==> src/rtl/discrete_log_search_pkg.sv <==
// Shared DH constants and search FSM encoding.
// Also used by the modular-powering block.
package discrete_log_search_pkg;

   localparam int DH_N = 8;
   localparam int DH_P = 89;

   typedef enum logic [1:0] {
      IDLE   = 2'd0,
      INIT   = 2'd1,
      SEARCH = 2'd2
   } state_t;

endpackage

==> src/rtl/discrete_log_search_mod_mult.sv <==
// Combinational (a*b) mod P over a 2N-bit product.
// Operands are expected already reduced below P.
module discrete_log_search_mod_mult #(
   parameter int N = 8,
   parameter int P = 89
) (
   input  logic [N-1:0] a,
   input  logic [N-1:0] b,
   output logic [N-1:0] y
);

   localparam logic [2*N-1:0] PW = (2*N)'(P);

   logic [2*N-1:0] prod;
   logic [2*N-1:0] rem;

   always_comb begin
      prod = {{N{1'b0}}, a} * {{N{1'b0}}, b};
      rem  = prod % PW;
      y    = rem[N-1:0];
   end

endmodule

==> src/rtl/discrete_log_search.sv <==
// Brute-force discrete log: smallest x with g^x mod P == y,
// one candidate exponent per enabled clock.
module discrete_log_search
   import discrete_log_search_pkg::*;
#(
   parameter int N = DH_N,
   parameter int P = DH_P
) (
   input  logic         clk,
   input  logic         rst,
   input  logic         ena,
   input  logic         start,
   input  logic [N-1:0] base,
   input  logic [N-1:0] target,
   output logic [N-1:0] res,
   output logic         found,
   output logic         rdy
);

   localparam logic [N:0]   PR  = (N+1)'(P);
   localparam logic [N-1:0] XMX = N'(P - 2);

   state_t       state;
   logic [N-1:0] acc;
   logic [N-1:0] x;
   logic [N-1:0] base_reg;
   logic [N-1:0] target_reg;
   logic [N-1:0] acc_next;
   logic [N:0]   base_red;
   logic [N:0]   target_red;

   always_comb begin
      base_red   = {1'b0, base} % PR;
      target_red = {1'b0, target} % PR;
   end

   discrete_log_search_mod_mult #(
      .N (N),
      .P (P)
   ) u_mod_mult (
      .a (acc),
      .b (base_reg),
      .y (acc_next)
   );

   always_ff @(posedge clk or posedge rst) begin
      if (rst) begin
         state      <= IDLE;
         res        <= '0;
         found      <= 1'b0;
         rdy        <= 1'b0;
         acc        <= '0;
         x          <= '0;
         base_reg   <= '0;
         target_reg <= '0;
      end else if (ena) begin
         rdy <= 1'b0;
         unique case (state)
            IDLE: begin
               if (start)
                  state <= INIT;
            end
            INIT: begin
               base_reg   <= base_red[N-1:0];
               target_reg <= target_red[N-1:0];
               acc        <= N'(1);
               x          <= '0;
               state      <= SEARCH;
            end
            SEARCH: begin
               if (acc == target_reg) begin
                  res   <= x;
                  found <= 1'b1;
                  rdy   <= 1'b1;
                  state <= IDLE;
               end else if (x == XMX) begin
                  // Range exhausted: report failure with res cleared.
                  res   <= '0;
                  found <= 1'b0;
                  rdy   <= 1'b1;
                  state <= IDLE;
               end else begin
                  acc <= acc_next;
                  x   <= x + N'(1);
               end
            end
            default: state <= IDLE;
         endcase
      end
   end

endmodule

==> config.mk <==
export PLATFORM = sky130hd
export DESIGN_NAME = discrete_log_search
export DESIGN_NICKNAME = d
export VERILOG_FILES = /design/src/rtl/discrete_log_search_pkg.sv /design/src/rtl/discrete_log_search_mod_mult.sv /design/src/rtl/discrete_log_search.sv
export SDC_FILE = /design/constraint.sdc
export NUM_CORES = 1
export LEC_CHECK = 0
export ABC_AREA = 0
export CAP_MARGIN = 20
export CORE_MARGIN = 10
export CORE_UTILIZATION = 58
export CTS_CLUSTER_SIZE = 12
export DETAILED_ROUTE_END_ITERATION = 16
export MAX_ROUTING_LAYER = met4
export PLACE_DENSITY_LB_ADDON = 0.3
export REMOVE_ABC_BUFFERS = 1
export SLEW_MARGIN = 10
export SYNTH_ARGS = -nofsm -noshare
export SYNTH_HDL_FRONTEND = slang
export SYNTH_SLANG_ARGS = --single-unit
==> constraint.sdc <==
create_clock -name clk -period 12 [get_ports clk]
set_clock_uncertainty 0.1 [all_clocks]
set_input_delay 3.6 -clock clk [delete_from_list [all_inputs] [get_ports clk]]
set_output_delay 3.6 -clock clk [all_outputs]
set_load 0.02 [all_outputs]
=== Word level (Yosys, flattened, before mapping) ===
Index checks and enable logic that the tools add are counted.

* Bits in registers: 44
* Input port bits: 20
* Word-level logic and storage cells: 45

* $add $sub $neg: 1
* $mul: 1
* Divide/modulo/power cells: 3
* Eq/ne operators: 8
* Muxes and demuxes: 17
* Reduce and logical (&&, ||, !) cells: 7

{| class="wikitable"
|+ Operator list
! kind !! count
|-
| 8-bit 2-to-1 mux || 6
|-
| 8-bit case mux with 2 select lines || 2
|-
| 8-bit by 7-bit remainder unit with 9-bit output, second input constant || 2
|-
| 16-bit by 7-bit remainder unit with 16-bit output, second input constant || 1
|-
| 8-bit by 8-bit multiplier with 16-bit output || 1
|-
| 8-bit by 1-bit adder with 8-bit output, second input constant || 1
|-
| 8-bit by 7-bit equality test with 1-bit output, second input constant || 1
|-
| 8-bit equality test || 1
|-
| 2-bit 2-to-1 mux || 3
|-
| 2-bit inequality test, second input constant || 3
|-
| 2-bit case mux with 3 select lines || 1
|-
| 3-bit AND reduction || 2
|-
| 1-bit 2-to-1 mux || 5
|-
| 4-bit AND reduction || 1
|-
| 2-bit nonzero test || 2
|-
| 3-bit inequality test, second input constant || 1
|-
| 2-bit by 1-bit equality test with 1-bit output, second input constant || 1
|-
| 2-bit equality test, second input constant || 1
|-
| 2-bit zero test || 1
|-
| 2-bit AND reduction || 1
|}

=== Depth between registers and ports, before layout ===
Gate-level depths: netlist (run 1).

* Depth in word-level cells: 5
* Depth in mapped cells: 53
* Mapped depth without buffers: 46

=== Cells and area by module ===
Synthesis (run 1) repeated with hierarchy kept, for this count alone.

* Cells, all modules: 1131
* Area, all modules: 8797.2 um^2

{| class="wikitable"
|+ Modules (own cells, without submodules)
! module !! instances !! cells each !! area each (um^2)
|-
| discrete_log_search_mod_mult || 1 || 765 || 5730.5
|-
| discrete_log_search || 1 || 366 || 3066.7
|}

=== Worst setup path after synthesis (run 1) ===
No wires, ideal clock.

* Path type: register -> register
* Start point: register acc[1]
* End point: register acc[2]
* Setup time: 121 ps
* Arrival time: 11639 ps
* Data required time: 11779 ps
* Setup slack: 140 ps
* Stages on the path, launching flop included: 51
* Path buffers: 5
* Path through: dfrtp_1 -> clkbuf_1 -> and2_1 -> fa_1 -> fa_1 -> fa_1 -> inv_1 -> fa_1 -> inv_1 -> ha_1 -> buf_6 -> and3_4 -> a211o_1 -> xnor2_2 -> nand3_2 -> or3_1 -> and3_1 -> a31oi_2 -> [15 not listed] -> and2_2 -> a41oi_2 -> xnor2_2 -> inv_1 -> ha_1 -> o31ai_2 -> a211oi_2 -> nor2_2 -> xnor2_1 -> ha_1 -> nand2b_1 -> o2bb2ai_1 -> a221oi_1 -> a211oi_1 -> o21ai_4 -> nand2_1 -> xor2_1 -> a22o_1

* Longest elaborated chain between the ends: 5

{| class="wikitable"
|+ RTL lines
! item !! line !! RTL
|-
| start: declaration || discrete_log_search.sv:24 || <nowiki>logic [N-1:0] acc;</nowiki>
|-
| start signal: assignment || discrete_log_search.sv:83 || <nowiki>acc <= acc_next;</nowiki>
|-
| 8-bit by 8-bit multiplier with 16-bit output || discrete_log_search_mod_mult.sv:18 || <nowiki>prod = {{N{1'b0}}, a} * {{N{1'b0}}, b};</nowiki>
|-
| 16-bit by 7-bit remainder unit with 16-bit output || discrete_log_search_mod_mult.sv:19 || <nowiki>rem = prod % PW;</nowiki>
|-
| 8-bit 2-to-1 mux || discrete_log_search.sv:76 || <nowiki>end else if (x == XMX) begin</nowiki>
|-
| 8-bit 2-to-1 mux || discrete_log_search.sv:71 || <nowiki>if (acc == target_reg) begin</nowiki>
|-
| 8-bit case mux with 2 select lines || discrete_log_search.sv:58 || <nowiki>unique case (state)</nowiki>
|}

Several ways; a longest one is shown, not always the timed one. The select of a mux whose other input is x is not followed.
A chain may end at the register's enable or synchronous reset.

=== Final worst setup path (run 1) ===
* Start point: register acc[6]
* End point: register acc[2]

Same word-level chain as after synthesis.

==> metrics, run 1 <==
hold_sp res[1]; r2r setup slk 170 ps; initial antenna violation count 0; Chip Height 140 um; crit start category register; CP max-delay cell fa_1; Worst setup EP type register; Root Driver clkbuf_16; Synth top area share 0.132; NumNets Final approximately 1300; final period utilization 0.986; Worst R2R Start acc[6]; Std-Cell Rows 43; Slew @ Worst Pin 915 ps; die area slightly below 20000 um^2; worst hold-check path type register to register; vias in the first global route 7699; Worst Hold Path Cells 2; Ys Warns 0; synthesized flop and latch total 44; First-pass DRT Iterations 6; final setup fails 0; final worst setup slack 170 ps; IO Pins 30; Tot GR Track Use 0.203; crit path max fanout 8; largest net degree at the start of global routing 45; total CTS buffers 5; status completed; CTS clock-pin slew for the worst setup and hold paths 60 ps; Slew headroom 0.388; vias between 8000 and 9000; CP Buf/Inv Count 6; Buffers on Ports 29; core area about 14000 um^2; Filler Cell Count 988; Most used DFF post-synth dfrtp_1; Initial Util 0.595; min Tclk post-route 11830 ps; max-slew violations 0; antenna-violating nets left 0; Syn Inst Count 1044; FF-to-FF End acc[2]; gpl congestion between 0.9 and 1; H-tree depth 2; setup tns final 0 ps; Total Routed Length 23000 um; EDFF count, synth 0; cell type with the largest total area after synthesis dfrtp_1; Async SR Flop Fraction 1.00; Worst Reg-to-Reg Cells 48; Mapped Avg Cell Area 7.97 um^2; Hold Slack ~380 ps; Vias/cell 6.39; cell with the most instances after synthesis nand2_1; # clock sinks 44; CP top delay family compound AO/OA/AOI/OAI gates; Post-Place Worst Slack -147 ps; Arr. time, crit path between 10000 and 15000 ps; gr ovfl total 0; Crit Path Class register to register; Critical Path RT 12060 ps; CTS max path bufs 2; layout cell share with drive strength beyond 1 0.274; P&R area growth vs syn 27.0%; # diodes 0; fmax 84.5 MHz; Synth Cell Area 8320 um^2; maxcap violations 0; critical path's largest stage delay 580 ps; Hold EP res[1]; Avg WL per Cell 17.2 um; synth unique cells 107; CTS tree done; Die X between 100 and 150 um; clock latency on the worst-skew pair 280 ps; cts hold-fix bufs 0; register area share after synthesis 0.132; Fin. Hold Viols 0; most used cell, CP fa_1; synth cell count leaders nand2_1, inv_1, nor2_1; DRC viols 0; largest cells by area after synthesis dfrtp_1, fa_1, ha_1; first-pass GRT wire length 34800 um; DR iter-0 viols approximately 820; utilization after layout 0.756; post-DP HPWL between 15000 and 20000 um
==> cells in the final DEF (no fill, tap or decap), types with 9 or more instances in the layout <==
| master | count |
|---|---|
| nand2_1 | 104 |
| fa_1 | 35 |
| a21oi_1 | 32 |
| and2_1 | 57 |
| nand2b_1 | 9 |
| a21o_1 | 13 |
| clkdlybuf4s50_1 | 29 |
| nand3_1 | 30 |
| nor3_1 | 23 |
| o21a_1 | 11 |
| o21ai_1 | 16 |
| nand4_1 | 12 |
| o21ai_2 | 12 |
| ha_1 | 43 |
| xor2_1 | 20 |
| nor2_1 | 60 |
| a21oi_2 | 16 |
| xnor2_1 | 39 |
| o211ai_1 | 13 |
| inv_1 | 72 |
| dfrtp_1 | 37 |
| and3_1 | 9 |
| o21ai_0 | 50 |
| buf_4 | 108 |
==> tightest hold or removal path: stages (launching register included) <==
cell and delay, ps:
dfrtp_1 340, nand2_1 50, o21ai_0 60
==> layout make-up <==
cell class                 count  area (um^2)  area share
multi-input combinational    889         7610       0.720
clock inverter                 3         46.3     0.00438
sequential                    44         1110       0.105
inverter                      74          278      0.0263
tap                          180          225      0.0213
clock buffer                   5          125      0.0118
timing repair buffer         144         1170       0.111
==> metal layers <==
metal	vias up	global-route usage	wire, um
met4	0	0.0353	518
met1	4104	0.254	9860
met3	58	0.00919	952
met2	338	0.357	11700
met5	-	-	0
li1	4058	-	-
==> worst max-delay path by stage <==
stage	from	end	slack [ps]	cells after the start
global route	acc[6]	acc[2]	-370	47
detailed placement	base_reg[4]	acc[2]	-150	48
CTS	base_reg[7]	acc[2]	10	46
floorplan	acc[2]	acc[2]	-210	45
global placement	base_reg[4]	acc[2]	60	46
finish	acc[6]	acc[2]	170	48
==> cell families (layout without fill, tap and decap cells) <==
kind of cell | Yosys count | count (layout) | share of synthesized area
AND/OR/NAND/NOR | 387 | 388 | 0.245
AO/OA/AOI/OAI | 327 | 327 | 0.295
buffers and inverters | 112 | 226 | 0.0604
adder cells (fa/ha/maj) | 89 | 89 | 0.166
XOR/XNOR | 68 | 68 | 0.0779
flip-flops | 44 | 44 | 0.132
multiplexers | 17 | 17 | 0.0233
==> per-stage QoR <==
| step | cells | instance area [um^2] |
|---|---|---|
| global route | 1339 | 10600 |
| CTS | 1294 | 9370 |
| detailed placement | 1286 | 9150 |
| floorplan | 1006 | 8100 |
| finish | 1339 | 10600 |
| global placement | 1286 | 9150 |
==> what timing repair did <==
item | in CTS | in global routing
pin swaps | 0 | 69
gates resized for setup | 14 | 168
buffers inserted | 0 | 44
setup endpoints to repair | 7 | 8
gates cloned | 0 | 1
hold endpoints to repair | 0 | 0
Power of run 1 is not shown: default switching activity piles up to over one toggle a cycle in this logic, so the estimate is an artifact.
==> inputs of run 2 (changes only) <==
--- a/config.mk
+++ b/config.mk
@@ -6,7 +6,7 @@
 export NUM_CORES = 1
 export LEC_CHECK = 0
 export ABC_AREA = 0
-export CAP_MARGIN = 20
+export CAP_MARGIN = 15
 export CORE_MARGIN = 10
 export CORE_UTILIZATION = 58
 export CTS_CLUSTER_SIZE = 12
==> results of run 2 <==
Same layout as run 1: the final DEF is identical, and so are final timing and power.
Power of run 2 is left out for the same reason.
